`config.mk`:
```
export PLATFORM = sky130hd
export DESIGN_NAME = fx_tx_sched
export DESIGN_NICKNAME = d
export VERILOG_FILES = /design/src/rtl/fx_pkg.sv /design/src/rtl/sync_fifo.sv /design/src/rtl/fx_tx_sched.sv
export SDC_FILE = /design/constraint.sdc
export NUM_CORES = 1
export LEC_CHECK = 0
export BUFFER_PORTS_ARGS = -buffer_cell sky130_fd_sc_hd__buf_2
export CAP_MARGIN = 30
export CORE_MARGIN = 2
export CORE_UTILIZATION = 40
export DETAILED_ROUTE_END_ITERATION = 12
export PLACE_DENSITY_LB_ADDON = 0.15
export SLEW_MARGIN = 20
export SYNTH_ARGS = -nofsm -noshare
export SYNTH_HDL_FRONTEND = slang
export SYNTH_HIERARCHICAL = 1
export SYNTH_SLANG_ARGS = --single-unit
```
`constraint.sdc`:
```
create_clock -name i_clk -period 3.75 [get_ports i_clk]
set_input_delay 0.375 -clock i_clk [delete_from_list [all_inputs] [get_ports i_clk]]
set_output_delay 0.375 -clock i_clk [all_outputs]
set_load 0.02 [all_outputs]
```
`src/rtl/fx_pkg.sv`:
```
// fx_pkg: shared types and defaults for the effects-unit transmit scheduler
`timescale 1ns/1ps
package fx_pkg;
  localparam int DATA_W = 8;
  localparam int FIFO_DEPTH_DEF = 8;
  localparam int BUSY_TIMEOUT_DEF = 16;
  typedef enum logic [1:0] {S_IDLE, S_WAIT_BUSY, S_WAIT_DONE} state_t;
endpackage

```
`src/rtl/sync_fifo.sv`:
```
// sync_fifo: single-clock FIFO with combinational head read and occupancy count
`timescale 1ns/1ps
module sync_fifo #(
  parameter int WIDTH = 8,
  parameter int DEPTH = 8
) (
  input  logic                       i_clk,
  input  logic                       i_rst_n,
  input  logic                       push,
  input  logic                       pop,
  input  logic [WIDTH-1:0]           wr_data,
  output logic [WIDTH-1:0]           data,
  output logic [$clog2(DEPTH):0]     level,
  output logic                       full,
  output logic                       empty
);
  localparam int AW = $clog2(DEPTH);
  logic [WIDTH-1:0] mem [DEPTH];
  logic [AW-1:0] wr_ptr, rd_ptr;
  logic do_push, do_pop;
  assign full = level == (AW+1)'(DEPTH);
  assign empty = level == '0;
  assign do_pop = pop && !empty;
  assign do_push = push && (!full || do_pop);
  assign data = mem[rd_ptr];
  // pointers wrap naturally because DEPTH is a power of two
  always_ff @(posedge i_clk or negedge i_rst_n)
    if (!i_rst_n) begin
      wr_ptr <= '0;
      rd_ptr <= '0;
      level <= '0;
    end else begin
      wr_ptr <= wr_ptr + AW'(do_push);
      rd_ptr <= rd_ptr + AW'(do_pop);
      level <= level + (AW+1)'(do_push) - (AW+1)'(do_pop);
    end
  // storage needs no reset; only the pointers define validity
  always_ff @(posedge i_clk)
    if (do_push) mem[wr_ptr] <= wr_data;
endmodule

```
`src/rtl/fx_tx_sched.sv`:
```
// fx_tx_sched: arbitrates sample FIFO and control byte onto a single UART transmitter
`timescale 1ns/1ps
module fx_tx_sched import fx_pkg::*; #(
  parameter int FIFO_DEPTH = FIFO_DEPTH_DEF,
  parameter int BUSY_TIMEOUT = BUSY_TIMEOUT_DEF
) (
  input  logic                          i_clk,
  input  logic                          i_rst_n,
  input  logic                          i_smp_dv,
  input  logic [DATA_W-1:0]             i_smp_byte,
  input  logic                          i_ctl_valid,
  input  logic [DATA_W-1:0]             i_ctl_byte,
  output logic                          o_ctl_ready,
  input  logic                          i_tx_active,
  output logic                          o_tx_dv,
  output logic [DATA_W-1:0]             o_tx_byte,
  output logic [$clog2(FIFO_DEPTH):0]   o_level,
  output logic                          o_ovf,
  input  logic                          i_ovf_clr,
  output logic                          o_tx_err
);
  localparam int CW = $clog2(BUSY_TIMEOUT+1);
  state_t state, state_nxt;
  logic ctl_pend, last_ctl, grant, sel_ctl, pop, push, timeout;
  logic fifo_full, fifo_empty;
  logic [DATA_W-1:0] ctl_byte, fifo_data;
  logic [CW-1:0] cnt;
  sync_fifo #(.WIDTH(DATA_W), .DEPTH(FIFO_DEPTH)) u_fifo (
    .i_clk(i_clk), .i_rst_n(i_rst_n), .push(push), .pop(pop), .wr_data(i_smp_byte),
    .data(fifo_data), .level(o_level), .full(fifo_full), .empty(fifo_empty)
  );
  assign o_ctl_ready = !ctl_pend;
  // grant decision, round-robin source select and next state
  always_comb begin
    sel_ctl = ctl_pend && (fifo_empty || !last_ctl);
    grant = state == S_IDLE && (ctl_pend || !fifo_empty) && !i_tx_active;
    pop = grant && !sel_ctl;
    push = i_smp_dv && (!fifo_full || pop);
    timeout = state == S_WAIT_BUSY && !i_tx_active && cnt == CW'(BUSY_TIMEOUT-1);
    state_nxt = state;
    unique case (state)
      S_IDLE:      state_nxt = grant ? S_WAIT_BUSY : S_IDLE;
      S_WAIT_BUSY: state_nxt = i_tx_active ? S_WAIT_DONE : timeout ? S_IDLE : S_WAIT_BUSY;
      S_WAIT_DONE: state_nxt = i_tx_active ? S_WAIT_DONE : S_IDLE;
      default:     state_nxt = S_IDLE;
    endcase
  end
  // state register
  always_ff @(posedge i_clk or negedge i_rst_n)
    if (!i_rst_n) state <= S_IDLE;
    else state <= state_nxt;
  // launch strobe, held byte and round-robin memory; reset favours samples first
  always_ff @(posedge i_clk or negedge i_rst_n)
    if (!i_rst_n) begin
      o_tx_dv <= 1'b0;
      o_tx_byte <= '0;
      last_ctl <= 1'b1;
    end else begin
      o_tx_dv <= grant;
      if (grant) begin
        o_tx_byte <= sel_ctl ? ctl_byte : fifo_data;
        last_ctl <= sel_ctl;
      end
    end
  // control holding register, freed when its byte is granted
  always_ff @(posedge i_clk or negedge i_rst_n)
    if (!i_rst_n) begin
      ctl_pend <= 1'b0;
      ctl_byte <= '0;
    end else if (grant && sel_ctl) ctl_pend <= 1'b0;
    else if (i_ctl_valid && !ctl_pend) begin
      ctl_pend <= 1'b1;
      ctl_byte <= i_ctl_byte;
    end
  // cycles spent waiting for the transmitter to report busy
  always_ff @(posedge i_clk or negedge i_rst_n)
    if (!i_rst_n) cnt <= '0;
    else cnt <= state == S_WAIT_BUSY ? cnt + CW'(1) : '0;
  // sticky error flags; a new event beats a simultaneous clear
  always_ff @(posedge i_clk or negedge i_rst_n)
    if (!i_rst_n) begin
      o_ovf <= 1'b0;
      o_tx_err <= 1'b0;
    end else begin
      o_ovf <= (i_smp_dv && !push) ? 1'b1 : i_ovf_clr ? 1'b0 : o_ovf;
      o_tx_err <= timeout ? 1'b1 : i_ovf_clr ? 1'b0 : o_tx_err;
    end
endmodule

```
Word-level counts from Yosys, hierarchy flattened

Memories as Yosys holds them, arrays and structs flattened.
Cells that the tools add are included.

Register bits after elaboration: 38
RAM bits: 64
Output and inout bits: 16
Word-level logic and storage cells: 66
Memories: 1

Memories:

| name       | words | width | read ports | clocked after Yosys merged registers in | write ports | line            | RTL |
|---|---|---|---|---|---|---|---|
| u_fifo.mem | 8     | 8     | 1          | 0                                       | 1           | sync_fifo.sv:18 | `logic [WIDTH-1:0] mem [DEPTH];` |

Add/subtract/negate cells: 5
Equality and inequality tests: 4
Muxes and demuxes: 14
Bitwise gates (word level): 1
Reductions and logical operators: 29

Operator list:

| operator                                      | number |
|---|---|
| logical AND 1 bit                             | 12 |
| 2-to-1 mux 1 bit                              | 9 |
| 2-to-1 mux 8 bit                              | 1 |
| logical NOT 1 bit                             | 7 |
| adder 3 x 1 -> 3 bit                          | 2 |
| one-hot mux 2 bit (3 select lines)            | 1 |
| nonzero test 2 bit                            | 3 |
| adder 5 x 1 -> 5 bit, second input constant   | 1 |
| == test 5 x 4 -> 1 bit, second input constant | 1 |
| 2-to-1 mux 5 bit                              | 1 |
| adder 4 x 1 -> 4 bit                          | 1 |
| == test 4 bit, second input constant          | 1 |
| logical NOT 4 bit                             | 1 |
| logical OR 1 bit                              | 4 |
| 2-to-1 mux 2 bit                              | 2 |
| subtractor 4 x 1 -> 4 bit                     | 1 |
| == test 2 x 1 -> 1 bit, second input constant | 1 |
| == test 2 bit, second input constant          | 1 |
| logical NOT 2 bit                             | 1 |
| AND reduction 2 bit                           | 1 |
| NOT 1 bit                                     | 1 |

Depth between registers and ports, before layout

Gate-level depths: netlist of run 1.

Word-level depth: 11
Gate-level depth with buffers: 13

By module

Netlist of run 1, hierarchy kept.

By module, submodules not included:

| module      | instances | cells each | area each (um^2) | sequential area each (um^2) |
|---|---|---|---|---|
| sync_fifo   | 1         | 144        | 3,056.7          | 2,172.1 |
| fx_tx_sched | 1         | 105        | 1,257.5          | 701.9 |

Least setup slack after synthesis of run 1

OpenSTA, ideal clock, no wires.

Kind: reg2reg
From: reg u_fifo.level[2]
To: mem u_fifo.mem[2][0], enable pin
Data arrival time: 2.575 ns
Data required time: 3.352 ns
Slack: 0.778 ns
Stages on the path, launching flop included: 10
Buffers on the path: 1
Clock period less this slack: 2.972 ns
Cells stage by stage: dfrtp_1 > inv_1 > ha_1 > nor3b_1 > inv_1 > o211a_1 > buf_2 > o21a_1 > o21ai_2 > nor4b_1

Cells in the longest elaborated chain, start to end: 11
Elaborated cells on any way between the ends: 18
Those cells by class: eq/ne: 1; mux: 2; reduce/logical: 15

RTL lines:

| element                                    | line              | RTL |
|---|---|---|
| start: declaration                         | sync_fifo.sv:13   | `output logic [$clog2(DEPTH):0] level,` |
| start signal: assignment                   | sync_fifo.sv:35   | `level <= level + (AW+1)'(do_push) - (AW+1)'(do_pop);` |
| logical NOT 4 bit (*)                      | sync_fifo.sv:22   | `assign empty = level == '0;` |
| via fifo_empty                             | fx_tx_sched.sv:25 | `logic fifo_full, fifo_empty;` |
| logical NOT 1 bit                          | fx_tx_sched.sv:36 | `grant = state == S_IDLE && (ctl_pend \|\| !fifo_empty) && !i_tx_active;` |
| logical OR 1 bit                           | fx_tx_sched.sv:36 |  |
| logical AND 1 bit (2 in a row)             | fx_tx_sched.sv:36 |  |
| logical AND 1 bit (*)                      | fx_tx_sched.sv:37 | `pop = grant && !sel_ctl;` |
| via pop                                    | fx_tx_sched.sv:24 | `logic ctl_pend, last_ctl, grant, sel_ctl, pop, push, timeout;` |
| logical OR 1 bit (*)                       | fx_tx_sched.sv:38 | `push = i_smp_dv && (!fifo_full \|\| pop);` |
| logical AND 1 bit (*)                      | fx_tx_sched.sv:38 |  |
| via push                                   | fx_tx_sched.sv:24 |  |
| logical AND 1 bit (*)                      | sync_fifo.sv:24   | `assign do_push = push && (!full \|\| do_pop);` |
| 2-to-1 mux 1 bit (*)                       | sync_fifo.sv:39   | `if (do_push) mem[wr_ptr] <= wr_data;` |
| 2-to-1 mux 1 bit (implied by the code) (*) | sync_fifo.sv:39   |  |
| end: declaration                           | sync_fifo.sv:18   |  |

The timed path passes the listed nets; every way through them passes the cells marked *.

Worst setup path after layout of run 1

From: reg u_fifo.level[2]
To: reg u_fifo.level[3]

Cells in the longest elaborated chain, start to end: 11
Elaborated cells on any way between the ends: 18
Those cells by class: add/sub: 2; eq/ne: 1; reduce/logical: 15

RTL lines:

| element                        | line |
|---|---|
| logical NOT 4 bit (*)          | sync_fifo.sv:22 |
| via fifo_empty                 | fx_tx_sched.sv:25 |
| logical NOT 1 bit              | fx_tx_sched.sv:36 |
| logical OR 1 bit               | fx_tx_sched.sv:36 |
| logical AND 1 bit (2 in a row) | fx_tx_sched.sv:36 |
| logical AND 1 bit (*)          | fx_tx_sched.sv:37 |
| logical OR 1 bit (*)           | fx_tx_sched.sv:38 |
| logical AND 1 bit (*)          | fx_tx_sched.sv:38 |
| via push                       | fx_tx_sched.sv:24 |
| logical AND 1 bit (*)          | sync_fifo.sv:24 |
| adder 4 x 1 -> 4 bit (*)       | sync_fifo.sv:35 |
| subtractor 4 x 1 -> 4 bit (*)  | sync_fifo.sv:35 |

Marks and branches as above.
A chain may end at the register's enable or synchronous reset.

==> metrics, run 1 <==
Fin. Hold Viols 0; Final Critical Period 2.82 ns; placement row count 37; CP max FO 12; post-route cell area 4830 um^2; Tightest Hold Check Type primary input to asynchronous set/reset pin; drt first-iter violations 87; Inserted Diodes 0; Setup crit end kind register; Core Footprint 10400 um^2; Final Max Slew Viols 0; final period utilization 75.2%; synth unique cells 46; synth warn 6; clock root buffer clkbuf_8; synthesized area per cell 17.3 um^2; CP Launch Type register; critical path arrival 3.11 ns; router iterations before antenna repair 6; H-tree depth 3; CTS sink cnt 102; CTS tree built; detailed-route via count 2164; Post-CTS Hold Buffers 0; Overall Power 0.00353 W; routed length per instance 17.3 um; share of cells above drive strength 1 31.4%; Clock Pin Slew Worst Setup and Hold Paths 0.09 ns; vias per cell 5.01; DRC 0; pin count of the biggest net entering global routing 39; IO Pins 38; die area 11600 um^2; # Max-Cap Violations 0; most common cell after layout, fill and taps aside edfxtp_1; gpl congestion 0.683; Final Setup Violations 0; GR Overflow Total 0; fin nets 325; count of input and output buffers 37; # resized after CTS 0; Clk Latency, worst-skew pair 0.37 ns; Yosys reg bits 102; EDFF count, synth 64; pre-CTS worst setup slack 0.934 ns; maximum VDD drop 0.269 mV; outcome finished, final reports clean; initial antenna violation count 0; die extent in x 108 um; vias in the first global route 2227; worst-margin pin slew 0.914 ns; LEAKAGE 1.92 nW; clk buf depth 2; CTS buffer count 9; clk_skew 0.0112 ns; routed wire length 7.48 mm; PwrDens 732 nW/um^2; first-pass GRT wire length 12.0 mm; antenna-violating nets left 0; total global-route track usage 14.2%; HPWL Detailed 4.86 mm; fraction of registers with async set/reset 37.3%; dominant synthesized flop cell edfxtp_1; Seq/Total Area, Yosys 66.6%; Area Overhead vs Synth 11.9%; RSZ-0062 raised after global routing false; initial core utilization 41.4%; final worst slack 0.931 ns; Critical Path RT 4.04 ns; most frequent cells in the layout 64 x edfxtp_1, 37 x dfrtp_1, 37 x buf_2; critical path class register to register; Post-Synthesis Cells 249; Setup Fix Bufs, Post-CTS 0; Die Span Y 108 um; synthesized area 4310 um^2; Slew HR 39.1%; setup TNS 0 ns; f_max 355 MHz; Post-DP Area 4640 um^2; Mapped Nets 283
[per-layer routing]
| metal | wire, um | GRT usage (%) |
|---|---|---|
| met5 | 0 | 0 |
| met4 | 85 | 4.03 |
| met3 | 329 | 4.78 |
| met2 | 3610 | 22.9 |
| met1 | 3450 | 18.4 |
[path summary, 6_finish.rpt]
path                                      startpoint                         to  slack, ns  cells after the start
min in group i_clk                         i_ovf_clr       o_tx_err$_DFFE_PN0P_       0.21                      2
setup / recovery           u_fifo/level[2]$_DFF_PN0_  u_fifo/level[3]$_DFF_PN0_       0.93                     11
hold reg to reg                     cnt[0]$_DFF_PN0_           cnt[0]$_DFF_PN0_       0.47                      1
setup reg to reg           u_fifo/level[2]$_DFF_PN0_  u_fifo/level[3]$_DFF_PN0_       0.93                     11
hold / removal                               i_rst_n           cnt[3]$_DFF_PN0_        0.1                      1
max in group asynchronous                    i_rst_n    ctl_byte[4]$_DFFE_PN0P_       3.13                      1
[logic make-up after synthesis]
group / after synthesis / synth area share, %
AO/OA/AOI/OAI: 19 / 3.74
XOR/XNOR: 6 / 1.22
adder cells (fa/ha/maj): 12 / 3.65
buffers and inverters: 28 / 3.45
flip-flops: 102 / 66.6
multiplexers: 33 / 14.1
AND/OR/NAND/NOR: 49 / 7.25
[cells in the mapped netlist, drive strengths merged, types with 2 or more instances]
cell type / count / area share (%)
nor2b: 3 / 0.44
nor2: 8 / 0.70
nor3: 11 / 2.4
ha: 11 / 3.2
nand3: 2 / 0.23
a21o: 2 / 0.35
xor2: 5 / 1.0
a221o: 8 / 1.9
mux4: 16 / 9.7
nand2b: 2 / 0.29
clkbuf: 3 / 0.26
nor4b: 3 / 0.61
edfxtp: 64 / 45
o21ai: 2 / 0.32
and4b: 2 / 0.46
nand2: 11 / 0.96
mux2: 16 / 4.2
inv: 15 / 1.3
buf: 10 / 1.9
dfrtp: 37 / 21
[flip-flops by register name, summed over array words and instances (netlist names), 2 cells and up]
signal	count
u_fifo/rd_ptr	3
u_fifo/level	4
ctl_byte	8
u_fifo/mem	64
u_fifo/wr_ptr	3
state	2
cnt	5
o_tx_byte	8
[critical path: stages (launching register included)]
cell and delay, ns:
dfrtp_1 0.39, inv_1 0.10, ha_1 0.18, nor3b_1 0.32, inv_1 0.11, o211a_1 0.28, o21a_1 0.27, or2_2 0.33
ha_1 0.28, a21o_1 0.15, a21oi_1 0.17, xor2_1 0.16
[layout make-up]
class | instances | area (um^2)
repair buffers | 44 | 238
clock buffers | 10 | 128
fillers | 939 | 5590
clock inverters | 6 | 50.0
multi-input cells | 119 | 1310
well taps | 136 | 170
inverters | 15 | 56.3
flip-flops and latches | 102 | 2870
[power by group]
| part | internal [W] | switching, W |
|---|---|---|
| sequential | 0.00149 | 0.000268 |
| combinational | 0.000566 | 0.000571 |
| clock | 0.000253 | 0.000383 |
| total | 0.00231 | 0.00122 |
[per-stage QoR]
| step | std cells | utilization (%) | hold slack, ns |
|---|---|---|---|
| global route | 432 | 46.3 | 0.150 |
| detailed placement | 415 | 44.6 | 0.460 |
| floorplan | 249 | - | 0.0794 |
| global placement | 415 | 44.6 | 0.448 |
| finish | 432 | 46.3 | 0.100 |
| CTS | 431 | 46.3 | 0.119 |
No activity file was read; power rests on OpenSTA's default activity.
==> inputs of run 2 (changes only) <==
==> constraint.sdc (replaced) <==
create_clock -name i_clk -period 2.37 [get_ports i_clk]
set_input_delay 0.237 -clock i_clk [delete_from_list [all_inputs] [get_ports i_clk]]
set_output_delay 0.237 -clock i_clk [all_outputs]
set_load 0.02 [all_outputs]
==> metrics, run 2 (synthesis gave the netlist of run 1 again) <==
outcome finished, final reports clean; routed wire length 7.79 mm (+4.2%); Tightest Hold Check Type primary input to register; CTS sink cnt 102 (unchanged); Final Max Slew Viols 0 (unchanged); share of cells above drive strength 1 41.4% (+10 points); CP max FO 4 (-8); Slowest cell on crit path dfrtp_2; PwrDens 1190 nW/um^2 (+63%); clk_skew 0.0146 ns (+0.00344 ns); grt peak-use layer met2; clk buf depth 2 (unchanged); Seq pwr share 43.7% (-6.1 points); placement row count 37 (unchanged); Worst path most repeated cell inv_2; FF-to-FF path depth 10 (-1); count of input and output buffers 37 (unchanged); fin nets 343 (+5.5%); Critical Path RT 2.64 ns (-1.40 ns); worst-margin pin slew 0.659 ns (-0.255 ns); CP Launch Type register; Multi-input gate area 1450 um^2 (+11%); Core Footprint 10400 um^2 (unchanged); DRC 0 (unchanged); HPWL Detailed 5.09 mm (+4.7%); Clk Latency, worst-skew pair 0.37 ns (about the same); clock root buffer clkbuf_8; die area 11600 um^2 (unchanged); Hold Crit Depth 2; max reg flops 64 (unchanged); M2 GR Usage 22.9% (unchanged); GR Overflow Total 0 (unchanged); # Max-Cap Violations 0 (unchanged); most frequent cells in the layout 64 x edfxtp_1, 37 x buf_2, 35 x dfrtp_1; IO Pins 38 (unchanged); CP max stage delay 0.42 ns (+0.03 ns); final worst slack 0.0360 ns (-0.895 ns); initial antenna violation count 0 (unchanged); P_int 0.00411 W (+78%); Sw Pwr 0.00209 W (+71%); initial core utilization 41.4% (unchanged); LEAKAGE 2.07 nW (+7.8%); Inserted Diodes 0 (unchanged); total global-route track usage 14.6% (+0.44 points); CTS tree built; RSZ-0062 raised after global routing true; vias per cell 5.02 (+0.26%); Gate power share 36.6% (+4.4 points); CTS buffer count 9 (unchanged); Storage cell area 2880 um^2 (about the same); Clock Pin Slew Worst Setup and Hold Paths 0.11 ns (+0.02 ns); drt first-iter violations 156 (+79%); Final Hold Slack 0.0790 ns (-0.0210 ns); vias in the first global route 2211 (-0.72%); pre-CTS worst setup slack 0.0478 ns (-0.886 ns); first-pass GRT wire length 12.4 mm (+3.4%); gpl congestion 0.708 (+3.7%); pin count of the biggest net entering global routing 39 (unchanged); Setup crit end kind register; critical path arrival 2.60 ns (-0.51 ns); die extent in x 108 um (unchanged); router iterations before antenna repair 4 (-2); H-tree depth 3 (unchanged); most common cell after layout, fill and taps aside edfxtp_1; Die Span Y 108 um (unchanged); largest register by flop count u_fifo/mem; Slew HR 56.0% (+17 points); Final Critical Period 2.33 ns (-0.485 ns); top flop regs u_fifo/mem x64, ctl_byte x8, o_tx_byte x8; maximum VDD drop 0.555 mV (+110%); final period utilization 98.5% (+23 points); detailed-route via count 2260 (+4.4%); antenna-violating nets left 0 (unchanged); number of fill cells 867 (-7.7%); Fin. Hold Viols 0 (unchanged); f_max 428 MHz (+21%); Final Setup Violations 0 (unchanged); Switching Fraction 33.8% (-0.86 points); Clk pwr share 19.8% (+1.8 points); met1 Track Usage GR 19.7% (+1.4 points); critical path class register to register; M3 GR Usage 4.66% (-0.12 points); worst-path cell chain inv_2 > ha_1 > or3b_4 > inv_2 > inv_1 > o21a_4 > or2_4 > buf_4 > fa_2 > xor2_1; routed length per instance 17.3 um (about the same); Area Overhead vs Synth 20.6%
==> run 2: timing repair <==
action | in CTS | in global routing
endpoints found under the hold margin | 29 | 0
setup buffers | 0 | 6
gates resized for setup | 0 | 10
setup endpoints to repair | 0 | 15
hold buffers | 1 | 0
==> run 2: final cells by class <==
type | instances | area share, %
flip-flops and latches | 102 | 55.3
multi-input cells | 119 | 27.9
repair buffers | 62 | 8.08
well taps | 136 | 3.27
clock buffers | 9 | 2.38
clock inverters | 7 | 2.02
inverters | 15 | 1.08
==> run 2: worst paths after layout <==
| check | to | slack, ns | start |
|---|---|---|---|
| setup / recovery | u_fifo/level[2]$_DFF_PN0_ | 0.04 | u_fifo/level[2]$_DFF_PN0_ |
| min in group asynchronous | ctl_byte[4]$_DFFE_PN0P_ | 0.27 | i_rst_n |
| hold reg to reg | cnt[0]$_DFF_PN0_ | 0.47 | cnt[0]$_DFF_PN0_ |
| max in group asynchronous | last_ctl$_DFFE_PN1N_ | 1.59 | i_rst_n |
| setup reg to reg | u_fifo/level[2]$_DFF_PN0_ | 0.04 | u_fifo/level[2]$_DFF_PN0_ |
| hold / removal | o_tx_err$_DFFE_PN0P_ | 0.08 | i_ovf_clr |
==> run 2: worst max-delay path, delay by kind of cell, from the launching register on <==
family | cells | cell delay, ns
and+or+nand+nor | 2 | 0.64
xor gates and xnor gates | 1 | 0.14
DFF | 1 | 0.42
buffers and inverters | 4 | 0.33
AOI/OAI and AO/OA | 1 | 0.21
adders and majority gates | 2 | 0.49
==> run 2: per-layer routing <==
metal,vias up,wire [um],share of wire (%)
met3,7,279,3.6
li1,1081,-,-
met2,40,3640,47
met4,0,80,1.0
met1,1132,3790,49
met5,-,0,0
==> run 2: per-stage QoR <==
stage          instances  cell area (um^2)  power, W  util [%]  TNS (ns)
2_1_floorplan        249              4450   0.00432         -         0
3_3_place_gp         426              4860   0.00491      46.6         0
4_1_cts              443              5100   0.00618      48.9         0
6_report             450              5200   0.00620      49.9         0
3_5_place_dp         426              4860   0.00494      46.6         0
5_1_grt              450              5200   0.00662      49.9    -0.239
==> run 2: power groups by stage <==
stage                     sequential (W)  clock, W  combinational (W)
after floorplan                  0.00275         0            0.00157
after global placement           0.00272         0            0.00219
after detailed placement         0.00274         0            0.00220
after CTS                        0.00270   0.00127            0.00221
after global routing             0.00277   0.00135            0.00251
final                            0.00271   0.00123            0.00227
